--- src/rtl/tnk3_video_timing.sv ---
// TNK III raster timing generator.
// Pixel/line counters advanced by the CK1 pixel enable, tile latch enables,
// the vblank-latched flip pair INV/INVn, registered blanking/sync status and
// the vblank interrupt request with CPU acknowledge.
module tnk3_video_timing #(
    parameter int H_TOTAL   = 384,
    parameter int H_VISIBLE = 256,
    parameter int HS_START  = 288,
    parameter int HS_END    = 320,
    parameter int V_TOTAL   = 264,
    parameter int V_VISIBLE = 224,
    parameter int VS_START  = 240,
    parameter int VS_END    = 244
) (
    input  logic       clk,
    input  logic       VIDEO_RST,
    input  logic       CK1,
    input  logic       FLIP_REQ,
    input  logic       IRQ_ACK,
    output logic [7:0] X,
    output logic       H8,
    output logic [4:0] Y,
    output logic [2:0] VROW,
    output logic       H1n,
    output logic       H2n,
    output logic       H0n_cen,
    output logic       H2n_cen,
    output logic       VLK,
    output logic       VFLGn,
    output logic       INV,
    output logic       INVn,
    output logic       HBLANK,
    output logic       VBLANK,
    output logic       HSYNC,
    output logic       VSYNC,
    output logic       VBL_IRQ
);

    localparam logic [8:0] H_LAST = 9'(H_TOTAL - 1);
    localparam logic [8:0] H_VIS  = 9'(H_VISIBLE);
    localparam logic [8:0] HS_S   = 9'(HS_START);
    localparam logic [8:0] HS_E   = 9'(HS_END);
    localparam logic [8:0] V_LAST = 9'(V_TOTAL - 1);
    localparam logic [8:0] V_VIS  = 9'(V_VISIBLE);
    localparam logic [8:0] VS_S   = 9'(VS_START);
    localparam logic [8:0] VS_E   = 9'(VS_END);

    logic [8:0] hcnt_q, hcnt_d;
    logic [8:0] vcnt_q, vcnt_d;
    logic       inv_q, inv_d;
    logic       irq_q, irq_d;
    logic       hblank_q, hblank_d;
    logic       vblank_q, vblank_d;
    logic       hsync_q, hsync_d;
    logic       vsync_q, vsync_d;
    logic       vbl_start;

    // Next raster position, vblank-start event and status derived from the
    // next position so the registered status lines up with the counters.
    always_comb begin
        hcnt_d    = hcnt_q;
        vcnt_d    = vcnt_q;
        vbl_start = 1'b0;
        if (CK1) begin
            if (hcnt_q == H_LAST) begin
                hcnt_d = 9'd0;
                vcnt_d = (vcnt_q == V_LAST) ? 9'd0 : vcnt_q + 9'd1;
                vbl_start = (vcnt_d == V_VIS);
            end else begin
                hcnt_d = hcnt_q + 9'd1;
            end
        end

        inv_d = vbl_start ? FLIP_REQ : inv_q;

        // Set takes priority over a coincident acknowledge.
        if (vbl_start) begin
            irq_d = 1'b1;
        end else if (IRQ_ACK) begin
            irq_d = 1'b0;
        end else begin
            irq_d = irq_q;
        end

        hblank_d = (hcnt_d >= H_VIS);
        vblank_d = (vcnt_d >= V_VIS);
        hsync_d  = (hcnt_d >= HS_S) && (hcnt_d < HS_E);
        vsync_d  = (vcnt_d >= VS_S) && (vcnt_d < VS_E);
    end

    // Raster state registers with synchronous reset.
    always_ff @(posedge clk) begin
        if (VIDEO_RST) begin
            hcnt_q   <= 9'd0;
            vcnt_q   <= 9'd0;
            inv_q    <= 1'b0;
            irq_q    <= 1'b0;
            hblank_q <= 1'b0;
            vblank_q <= 1'b0;
            hsync_q  <= 1'b0;
            vsync_q  <= 1'b0;
        end else begin
            hcnt_q   <= hcnt_d;
            vcnt_q   <= vcnt_d;
            inv_q    <= inv_d;
            irq_q    <= irq_d;
            hblank_q <= hblank_d;
            vblank_q <= vblank_d;
            hsync_q  <= hsync_d;
            vsync_q  <= vsync_d;
        end
    end

    assign X    = hcnt_q[7:0];
    assign H8   = hcnt_q[8];
    assign Y    = vcnt_q[7:3] ^ {5{inv_q}};
    assign VROW = vcnt_q[2:0] ^ {3{inv_q}};
    assign H1n  = ~hcnt_q[1];
    assign H2n  = ~hcnt_q[2];

    // Latch enables fire in the same edge the counter advances, so downstream
    // Cen latches see the pre-advance hcnt.
    assign H0n_cen = CK1 & ~VIDEO_RST & hcnt_q[0];
    assign H2n_cen = CK1 & ~VIDEO_RST & (hcnt_q[1:0] == 2'd3);
    assign VLK     = CK1 & ~VIDEO_RST & (hcnt_q[2:0] == 3'd7);

    // Side-layer read port is enabled (low) whenever the frame is active.
    assign VFLGn   = vblank_q;
    assign INV     = inv_q;
    assign INVn    = ~inv_q;
    assign HBLANK  = hblank_q;
    assign VBLANK  = vblank_q;
    assign HSYNC   = hsync_q;
    assign VSYNC   = vsync_q;
    assign VBL_IRQ = irq_q;

endmodule

--- config.mk ---
export PLATFORM = sky130hd
export DESIGN_NAME = tnk3_video_timing
export DESIGN_NICKNAME = d
export VERILOG_FILES = /design/src/rtl/tnk3_video_timing.sv
export SDC_FILE = /design/constraint.sdc
export NUM_CORES = 1
export LEC_CHECK = 0
export BUFFER_PORTS_ARGS = -buffer_cell sky130_fd_sc_hd__buf_4
export CORE_UTILIZATION = 55
export DETAILED_ROUTE_END_ITERATION = 8
export PLACE_DENSITY_LB_ADDON = 0.2
export SETUP_SLACK_MARGIN = 0.3
export SLEW_MARGIN = 10
export SYNTH_ARGS = -nofsm -noshare
export SYNTH_HDL_FRONTEND = slang
export SYNTH_SLANG_ARGS = --single-unit
--- constraint.sdc ---
create_clock -name clk -period 5.3 [get_ports clk]
set_clock_uncertainty 0.2 [all_clocks]
set_input_delay 1.325 -clock clk [delete_from_list [all_inputs] [get_ports clk]]
set_output_delay 1.325 -clock clk [all_outputs]
set_load 0.02 [all_outputs]
==> results by group <==
Outcome
  – Status: finished, final reports clean

Synthesis
  – Synth unique cells: 39
  – Post-synthesis async set-or-reset flop share: 0%
  – Post-synth EDFFs: 0
  – Xor/xnor share of the synthesized area: 12.8%
  – Netlist Area Pre-Place: 0.00130 mm²
  – Leading area contributor after synthesis: dfxtp_1
  – Yosys top cell area share: about a third
  – Most common cell in the netlist: nor2_1
  – Syn_nets: 167
  – Dominant synthesized flop cell: dfxtp_1
  – Simple-Gate Fraction of Synth Area: roughly 30%
  – Yosys warns: 0
  – Register area share after synthesis: 35.3%
  – Adder-Cell Fraction of Synth Area: between 3 and 4%
  – Post-Syn Instances: approximately 160
  – Synth area leaders: dfxtp_1 35%, xor2_1 11%, nor2_1 7.2%
  – Syn Area/Cell: just over 8 µm²
  – Seq cells post-synth: 23
  – Most frequent cells after synthesis: 25 x nor2_1, 23 x dfxtp_1, 17 x xor2_1, 9 x nand2_1, 9 x nand3_1
  – Synth Area in Compound Gates: 9.12%
  – Largest family of logic cells by synthesized area: simple AND/OR/NAND/NOR gates
  – Mux share of post-synthesis cell area: around 2.3%

Setup path
  – Setup crit end kind: output pin
  – Type of origin of the critical path: primary input
  – Worst Path Required: 3.77 ns
  – WS Path Type: in2out
  – CP arrival: between 1.5 and 2 ns
  – Max FO, Critical Path: 6

Clock tree
  – CTS tree: yes
  – Htree depth: 1
  – Clock buffer depth: 2
  – Clk root buf: clkbuf_4
  – Post_cts resized: 0
  – Clk slew on worst S/H paths: between 0.1 and 0.15 ns
  – # Post-CTS Setup Buffers: 0
  – # hold bufs at CTS: 0
  – Clock Sinks: 23
  – Total CTS buffers: 3
  – Clk_lat worst skew: about 0.31 ns

Floorplan
  – Initial core utilization: 58.4%
  – Die height: 50.7 µm
  – Core area: 0.00223 mm²
  – Row cnt: 17
  – DIE AREA: 0.00257 mm²
  – Top Ports: 35
  – Die span in x: roughly 51 µm

Timing
  – Slew Viols, Final: 0
  – RSZ-0062 raised after global routing: no
  – Tmin final: 3.50 ns
  – Rel. slew slack: between 60% and 70%
  – Final setup vio count: 0
  – Slew @ Worst Pin: 0.494 ns
  – Final worst path period share: between 60 and 70%
  – Post-route setup TNS: 0 ns
  – Fmax: 286 MHz
  – Hold Vio Cnt, Final: 0

Global route
  – Initial antenna violation count: 0
  – Gr usage total: 22.6%
  – Largest net degree at the start of global routing: 23
  – First-pass GRT wire length: 4330 µm
  – Number of global-route vias before repair: 1003
  – GRT Residual Overflow: 0

Route
  – DRC: 0
  – 1st-pass router iterations: 4
  – Top sig layer: met4
  – Routed vias/inst: 5.48
  – Routed wl met3: 74 µm
  – Post-Route WL: 2680 µm
  – Met2 WL post-DR: between 1000 and 1500 µm
  – Initial DRC count: 4
  – WL per Instance: ~13 µm
  – Vias: 1162
  – Post-route ant nets: 0
  – Met1 wire length: 1190 µm

Power and ir drop
  – Peak supply drop: ~170 µV
  – Pwr dens: 175 mW/mm²
  – Leak Pwr: 0.733 nW

Layout
  – Area taken by multi-input logic gates: 763 µm²
  – Post-Layout Cell Count: 212
  – Register Area: between 400 and 500 µm²
  – Post-route cell area: 0.00156 mm²
  – Share of layout cells above drive strength 1: between 20% and 30%
  – Nets: 194
  – Fillers: 179
  – Area growth syn-to-layout: 19.9%
  – N_diodes: 0

Worst hold path
  – Hold/Removal Path Class: reg2reg

Placed design
  – DP HPWL: 2050 µm
  – GP Congestion: 0.906
  – Port Buffers: 34
  – Placed Cells incl. Taps: roughly 210
  – Area after DPL: 0.00154 mm²

Flow run
  – MaxCap Viol Count: 0
[layout make-up]
| cell class | count | share of cell area, % |
|---|---|---|
| Clock buffer | 4 | 1.68 |
| Inverter | 6 | 1.44 |
| Multi-Input combinational cell | 117 | 48.8 |
| Sequential cell | 23 | 29.5 |
| Tap cell | 28 | 2.24 |
| Timing Repair Buffer | 34 | 16.3 |
[critical path, cell delays in order]
cell and delay, ns:
buf_4 0.12, inv_1 0.08, nor2_1 0.15, and2_1 0.15
buf_4 0.14
[layer usage]
| metal | global-route usage [%] | up-vias |
|---|---|---|
| li1 | - | 592 |
| met4 | 11.1 | 0 |
| met2 | 40.7 | 20 |
| met1 | 25.6 | 545 |
| met5 | 0 | - |
| met3 | 3.64 | 5 |
[through the flow]
| step | hold slack, ns | setup slack (ns) | util [%] | power [mW] |
|---|---|---|---|---|
| global placement | 0.266 | 1.84 | 68.8 | 0.196 |
| CTS | 0.289 | 1.81 | 70.0 | 0.277 |
| floorplan | 0.304 | 1.89 | - | 0.189 |
| detailed placement | 0.272 | 1.81 | 68.8 | 0.197 |
| global route | 0.324 | 1.73 | 70.0 | 0.289 |
| finish | 0.287 | 1.80 | 70.0 | 0.274 |
[final timing paths]
check | slack [ns] | cells after the start | from | to
setup reg to reg | 2.64 | 7 | hcnt_q[0] | VSYNC
hold reg to reg | 0.29 | 2 | VBL_IRQ | VBL_IRQ
hold / removal | 0.29 | 2 | VBL_IRQ | VBL_IRQ
setup / recovery | 1.80 | 5 | CK1 | VLK
[flip-flops by register name (all words and copies together), names as in the netlist]
| register | flops |
|---|---|
| hcnt_q | 9 |
| VBL_IRQ | 1 |
| vcnt_q | 9 |
| HSYNC | 1 |
| VBLANK | 1 |
| VSYNC | 1 |
| INV | 1 |
[logic make-up after synthesis]
group                      after synthesis
adders and majority gates                4
xor gates and xnor gates                19
AOI/OAI and AO/OA                       17
buffers and inverters                   18
and+or+nand+nor                         74
muxes                                    3
DFF                                     23
[placed cells by master, fill, tap and decap left out, types with 5 or more instances in the layout]
cell type and count:
buf_4 34, xor2_1 17, nor3_1 8, inv_1 6
nand3_1 9, a21oi_1 5, nor2_1 25, nand2_1 9
dfxtp_1 23
[power breakdown]
group / leakage [nW] / switching [mW] / internal [mW]
Clock: 0.0150 / 0.0517 / 0.0294
Sequential: 0.186 / 0.00197 / 0.174
Combinational: 0.532 / 0.00982 / 0.00705
Total: 0.733 / 0.0635 / 0.211
(Power assumes the default switching activity.)
